File: config.mk
export PLATFORM = sky130hd
export DESIGN_NAME = feature_frame_serializer
export DESIGN_NICKNAME = d
export VERILOG_FILES = /design/src/rtl/feature_frame_serializer.sv
export SDC_FILE = /design/constraint.sdc
export NUM_CORES = 2
export LEC_CHECK = 0
export BUFFER_PORTS_ARGS = -buffer_cell sky130_fd_sc_hd__buf_4
export CORE_MARGIN = 3
export CORE_UTILIZATION = 50
export CTS_CLUSTER_SIZE = 40
export DETAILED_ROUTE_END_ITERATION = 8
export PLACE_DENSITY = 0.76
export SLEW_MARGIN = 15
export SYNTH_ARGS = -nofsm -noshare
export SYNTH_HDL_FRONTEND = slang
export SYNTH_SLANG_ARGS = --single-unit
File: constraint.sdc
create_clock -name Clk_CI -period 3.6 [get_ports Clk_CI]
set_input_delay 0.9 -clock Clk_CI [delete_from_list [all_inputs] [get_ports Clk_CI]]
set_output_delay 0.9 -clock Clk_CI [all_outputs]
set_load 0.02 [all_outputs]
File: src/rtl/feature_frame_serializer.sv
// Feature frame serializer: captures one feature frame and streams it as
// sync, mode, label, sequence, channel bytes and an XOR checksum.
module feature_frame_serializer #(
    parameter int         INPUT_CHANNELS = 64,
    parameter int         CHANNEL_WIDTH  = 8,
    parameter int         MODE_WIDTH     = 2,
    parameter int         LABEL_WIDTH    = 5,
    parameter logic [7:0] SYNC_BYTE      = 8'hA5
) (
    input  logic                                    Clk_CI,
    input  logic                                    Reset_RBI,
    input  logic                                    ValidIn_SI,
    output logic                                    ReadyOut_SO,
    input  logic [MODE_WIDTH-1:0]                   ModeIn_SI,
    input  logic [LABEL_WIDTH-1:0]                  LabelIn_DI,
    input  logic [CHANNEL_WIDTH*INPUT_CHANNELS-1:0] ChannelsIn_DI,
    output logic [7:0]                              DataOut_DO,
    output logic                                    ValidOut_SO,
    input  logic                                    ReadyIn_SI,
    output logic [7:0]                              SeqCntr_DO
);

    localparam int N     = INPUT_CHANNELS + 5;
    localparam int IDX_W = $clog2(N);

    localparam logic [IDX_W-1:0] IDX_MODE  = IDX_W'(1);
    localparam logic [IDX_W-1:0] IDX_LABEL = IDX_W'(2);
    localparam logic [IDX_W-1:0] IDX_SEQ   = IDX_W'(3);
    localparam logic [IDX_W-1:0] IDX_LAST  = IDX_W'(N - 1);

    typedef enum logic {IDLE, SEND} state_t;

    state_t                   state;
    state_t                   state_nxt;
    logic [IDX_W-1:0]         idx;
    logic [7:0]               csum;
    logic [7:0]               seq;
    logic [7:0]               seq_q;
    logic [MODE_WIDTH-1:0]    mode_q;
    logic [LABEL_WIDTH-1:0]   label_q;
    logic [CHANNEL_WIDTH-1:0] chan_q [INPUT_CHANNELS];
    logic [7:0]               cur_byte;
    logic                     capture;
    logic                     xfer;

    assign capture    = (state == IDLE) && ValidIn_SI;
    assign xfer       = (state == SEND) && ReadyIn_SI;
    assign DataOut_DO = cur_byte;
    assign SeqCntr_DO = seq;

    // State register
    always_ff @(posedge Clk_CI or negedge Reset_RBI) begin
        if (!Reset_RBI) state <= IDLE;
        else            state <= state_nxt;
    end

    // Next state and handshake outputs
    always_comb begin
        state_nxt   = state;
        ReadyOut_SO = 1'b0;
        ValidOut_SO = 1'b0;
        unique case (state)
            IDLE: begin
                ReadyOut_SO = 1'b1;
                if (ValidIn_SI) state_nxt = SEND;
            end
            SEND: begin
                ValidOut_SO = 1'b1;
                if (ReadyIn_SI && idx == IDX_LAST) state_nxt = IDLE;
            end
            default: state_nxt = IDLE;
        endcase
    end

    // Byte selection from the registered frame; zero while idle
    always_comb begin
        cur_byte = '0;
        if (state == SEND) begin
            if (idx == '0) begin
                cur_byte = SYNC_BYTE;
            end else if (idx == IDX_MODE) begin
                cur_byte[MODE_WIDTH-1:0] = mode_q;
            end else if (idx == IDX_LABEL) begin
                cur_byte[LABEL_WIDTH-1:0] = label_q;
            end else if (idx == IDX_SEQ) begin
                cur_byte = seq_q;
            end else if (idx == IDX_LAST) begin
                cur_byte = csum;
            end else begin
                for (int j = 0; j < INPUT_CHANNELS; j++) begin
                    if (idx == IDX_W'(j + 4)) begin
                        cur_byte[CHANNEL_WIDTH-1:0] = chan_q[j];
                    end
                end
            end
        end
    end

    // Frame capture, byte index, running checksum and sequence counter
    always_ff @(posedge Clk_CI or negedge Reset_RBI) begin
        if (!Reset_RBI) begin
            idx     <= '0;
            csum    <= '0;
            seq     <= '0;
            seq_q   <= '0;
            mode_q  <= '0;
            label_q <= '0;
            for (int j = 0; j < INPUT_CHANNELS; j++) chan_q[j] <= '0;
        end else if (capture) begin
            idx     <= '0;
            csum    <= '0;
            seq_q   <= seq;
            mode_q  <= ModeIn_SI;
            label_q <= LabelIn_DI;
            for (int j = 0; j < INPUT_CHANNELS; j++) begin
                chan_q[j] <= ChannelsIn_DI[j*CHANNEL_WIDTH +: CHANNEL_WIDTH];
            end
        end else if (xfer) begin
            if (idx == IDX_LAST) begin
                idx <= '0;
                seq <= seq + 8'd1;
            end else begin
                idx <= idx + IDX_W'(1);
                if (idx != '0) csum <= csum ^ cur_byte;
            end
        end
    end

endmodule
; ---- Word-level counts from Yosys, hierarchy flattened
; Cells that the tools add are included.
; W data, S select, Z words.
[op_classes]
n_reduce_logical = 9
n_eq_ne = 69
addsub = 2
bitwise = 3
muxes = 84
[op_table]
columns = cell, count
row1 = $mux W8, 72
row2 = $eq A7 B6 Y1 const B, 32
row3 = $eq A7 B5 Y1 const B, 16
row4 = $eq A7 B4 Y1 const B, 8
row5 = $eq A7 B7 Y1 const B, 5
row6 = $eq A7 B3 Y1 const B, 4
row7 = $mux W7, 3
row8 = $eq A7 B2 Y1 const B, 2
row9 = $add A8 B1 Y8 const B, 1
row10 = $xor A8 B8 Y8, 1
row11 = $add A7 B1 Y7 const B, 1
row12 = $eq A7 B1 Y1 const B, 1
row13 = $logic_not A7 Y1, 1
row14 = $reduce_bool A7 Y1, 1
row15 = $mux W6, 1
row16 = $reduce_and A3 Y1, 2
row17 = $mux W5, 1
row18 = $mux W1, 4
row19 = $reduce_bool A2 Y1, 2
row20 = $logic_and A1 B1 Y1, 3
row21 = $mux W3, 1
row22 = $mux W2, 1
row23 = $ne A2 B2 Y1 const B, 1
row24 = $not A1 Y1, 2
row25 = $pmux W1 S2, 1
[word_totals]
register_bits = 551
in_bits = 523
elab_cells = 238
out_inout_bits = 18

; ---- Depth between registers and ports, before layout
[depth]
word_depth = 76
ltp_mapped = 16
mapped_depth_nobuf = 13

; ---- Least setup slack after synthesis
; No wires, ideal clock.
[synth_timing]
path_kind = reg-to-output
start = register idx[0]
end = output DataOut_DO[0]
arrival_ps = 2920
n_path_buf = 2
setup_slack_ps = -220
t_required_ps = 2700
path_stages_with_launch = 14
path_cell_list = dfrtp_1 > inv_1 > ha_1 > buf_2 > nand2_1 > nor3_4 > buf_6 > nor3_2 > nor4_2 > a21oi_1 > or4_4 > nor4_2 > a41o_1 > and2_1
[synth_between]
elab_chain_cells = 71
word_cells_on_any_way = 139
classes_between = 68 x eq/ne / 70 x mux / 1 x reduce/logical
[synth_rtl]
columns = item, line
row1 = from (decl), 35  ; logic [IDX_W-1:0] idx;
row2 = from (signal assigned), 123  ; idx <= idx + IDX_W'(1);
row3 = $eq A7 B3 Y1, 91  ; if (idx == IDX_W'(j + 4)) begin
row4 = $mux W8 (64 in series), 91
row5 = $mux W8, 87  ; end else if (idx == IDX_LAST) begin
row6 = $mux W8, 85  ; end else if (idx == IDX_SEQ) begin
row7 = $mux W5, 83  ; end else if (idx == IDX_LABEL) begin
row8 = $mux W2, 81  ; end else if (idx == IDX_MODE) begin
row9 = $mux W8 *, 79  ; if (idx == '0) begin
row10 = $mux W8 *, 78  ; if (state == SEND) begin
row11 = to (decl), 17  ; output logic [7:0] DataOut_DO,
; Every way passes the cells marked *; elsewhere a longest branch is shown, timed or not.

; ---- Worst setup path after layout
[layout_timing]
start = register idx[0]
end = output DataOut_DO[2]
[layout_between]
elab_chain_cells = 71
word_cells_on_any_way = 139
classes_between = 68 x eq/ne / 70 x mux / 1 x reduce/logical
[layout_rtl]
columns = item, line
row1 = $eq A7 B3 Y1, 91
row2 = $mux W8 (64 in series), 91
row3 = $mux W8, 87
row4 = $mux W8, 85
row5 = $mux W5, 83
row6 = $mux W6, 81
row7 = $mux W8 *, 79
row8 = $mux W8 *, 78
; Marked as above.

==> results.md <==
- #FFs+latches synth: 551
- XOR/XNOR Fraction of Synth Area: 0.2245%
- Post-CTS Hold Buffers: 0
- Worst-Margin Slew: 0.6566 ns
- Proportion of synthesized area in mux cells: 0.1879%
- GRT overflow: 0
- CP max FO: 7
- Post-Synthesis Cells: 3,446
- CTS Root Buffer Type: clkbuf_16
- Slew Limit Headroom: 56.22%
- H-tree depth: 2
- Max VDD drop: 0.3578 mV
- Synth area leaders: dfrtp_1, nand2_1, nor2_1
- # DRC: 0
- WS Path Type: reg -> out
- Minimum clock period: 4.874 ns
- Initial antenna violation count: 4
- WL/cell: 21.66 um
- Endpoints failing setup: 8
- Clock Sinks: 551
- Largest net degree at the start of global routing: 116
- DRT iter0 DRCs: 3,233
- Fin crit share: 135.4%
- Hold crit path type: in -> async
- RePlAce Congestion: 1.014
- Fin. max-slew vios: 0
- CTS tree: built
- Layout cells sized above 1: 30.75%
- Cell Rows: 85
- Netlist cell types: 90
- Core area: 0.05392 mm2
- Worst-skew pair later-pin latency: 0.64 ns
- Total Power: 19.27 mW
- IO Pins: 541
- Initial Util: 50.64%
- Synth Warn #: 0
- DR pass1 iterations: 6
- Worst Clk Skew: 0.02594 ns
- Number of enable flip-flop cells after synthesis: 0
- Sequential element share of the synthesized area: 50.50%
- Synthesized area: 0.02730 mm2
- PortBufs: 540
- Wire length of the first global-routing pass: 163,700 um
- Full die area: 0.05745 mm2
- Critical Path RT: 2.70 ns
- Num CTS Buffers: 56
- Post-synth top area share: 50.50%
- Main synth FF type: dfrtp_1
- Syn nets: 3,974
- Vias per inst: 5.701
- DR vias: 29,268
- Area leader, netlist: dfrtp_1
- # Max-Cap Violations: 0
- Failing checks: setup timing
- Total GRT Usage: 37.55%
- Endpoint type of the worst setup path: primary output
- Die Y: 239.7 um
- FMAX: 0.2052 GHz
- Post-synthesis simple-gate area fraction: 33.40%
- Final hold violation count: 0
- LEAKAGE: 20.19 nW
- Bufs on Longest Clock Path: 3
- Syn Area/Cell: 7.923 um2
- Final Core Density: 71.47%
- Post-synthesis adder-cell area fraction: 0.2291%
- Ys async rst share: 100.0%
- Crit start category: flip-flop
- Clk slew on worst S/H paths: 0.07 ns
- Cell Pwr Density: 500.1 mW/mm2
- Largest family of logic cells by synthesized area: simple AND/OR/NAND/NOR gates
- P&R area growth vs syn: 41.14%
- Fin worst setup slack: -1.274 ns
- Worst EP arrival: 3.97 ns
- Unrepaired setup endpoints after global routing: true
- Vias in the first global route: 28,492
- Compound-Gate Fraction of Synth Area: 12.51%
- Run status: finished, violations left
- Most frequent cells in the layout: nand2_1, buf_4, dfrtp_1, nor2_1, o21ai_0
- Detailed placer's ending HPWL: 86,660 um
- WL final: 111,200 um
- DIE WIDTH: 239.7 um
- Commonest non-fill, non-tap cell in the layout: nand2_1
- Final #Nets: 4,919
- Antenna-violating nets left: 0
[worst max-delay path, cell delays in order, from the launching register on]
cell,delay (ns)
dfrtp_2,0.45
inv_4,0.09
ha_4,0.20
or4b_4,0.55
nor2_4,0.15
nand2_1,0.07
a31oi_1,0.15
a22o_1,0.19
o211ai_1,0.20
a221oi_4,0.37
nor3b_4,0.30
buf_6,0.14
o31ai_4,0.08
a21oi_2,0.21
buf_4,0.18
[registers in the layout, summed over array words and instances, names as in the netlist]
| register | flops |
|---|---|
| csum | 8 |
| SeqCntr_DO | 8 |
| mode_q | 2 |
| idx | 7 |
| chan_q | 512 |
| label_q | 5 |
| seq_q | 8 |
| state | 1 |
[per-stage QoR]
stage	TNS (ns)	instances	hold slack [ns]	area, um2	setup slack [ns]
after global placement	-7.435	5006	0.4538	35590	-1.136
after CTS	-9.371	5121	0.2475	38210	-1.215
final	-9.597	5134	0.2377	38540	-1.274
after global routing	-10.33	5133	0.2727	38530	-1.362
after floorplan	-0.3004	3446	0.4374	27370	-0.07406
after detailed placement	-8.191	5006	0.4644	35590	-1.171
[Yosys cell counts, types with 29 or more instances]
cell type	instances
clkbuf_1	146
nor2_1	160
nor3_1	56
nand3_1	74
o211ai_1	29
dfrtp_1	551
a221oi_1	34
nand2_1	1747
o21ai_0	100
o22ai_1	38
a21oi_1	91
[report_power, final]
part | internal (mW) | switching, mW | total [mW]
Sequential | 6.95 | 0.730 | 7.68
Clock | 3.40 | 2.63 | 6.04
Combinational | 2.64 | 2.91 | 5.55
[worst paths after layout]
| path | cells after the start | slack (ns) | startpoint | end |
|---|---|---|---|---|
| setup / recovery | 14 | -1.27 | idx[0]$_DFFE_PN0P_ | DataOut_DO[2] |
| max in group asynchronous | 2 | 2.36 | Reset_RBI | chan_q[213]$_DFFE_PN0P_ |
| setup reg to reg | 15 | 0.07 | idx[0]$_DFFE_PN0P_ | csum[2]$_DFFE_PN0P_ |
| hold reg to reg | 1 | 0.48 | csum[3]$_DFFE_PN0P_ | csum[3]$_DFFE_PN0P_ |
| min in group Clk_CI | 3 | 0.45 | ChannelsIn_DI[81] | chan_q[425]$_DFFE_PN0P_ |
| hold / removal | 1 | 0.24 | Reset_RBI | chan_q[472]$_DFFE_PN0P_ |
[repair_timing]
| action | CTS | global route |
|---|---|---|
| hold endpoints to repair | 0 | 0 |
| setup buffers | 14 | 11 |
| pin swaps | 46 | 47 |
| gates cloned | 0 | 0 |
| setup endpoints to repair | 16 | 12 |
| resized for setup | 151 | 48 |
[cell type report]
cell class,count,area (um2)
diodes,2,5.005
clock buffers,70,1494
clock inverters,33,386.6
fillers,4326,15380
inverters,8,35.03
multi-input cells,2707,13590
flip-flops and latches,551,13790
well taps,696,870.8
repair buffers,1067,8364
[per-layer routing]
layer	vias up	share of wire (%)	GRT usage (%)
met4	4	4.8	16.16
met3	320	8.7	6.655
met2	1603	47	62.10
met5	-	0.031	0
li1	13441	-	-
met1	13900	39	48.87
[logic make-up (layout without fill, tap and decap cells)]
kind of cell	count (synthesis)	after routing
xor+xnor	7	7
simple gates	2194	2194
mux	5	5
flops	551	551
other cells	0	2
buf+inv	188	1178
fa+ha+maj	5	5
compound gates	496	496
Power figures use the tool's default switching activity.
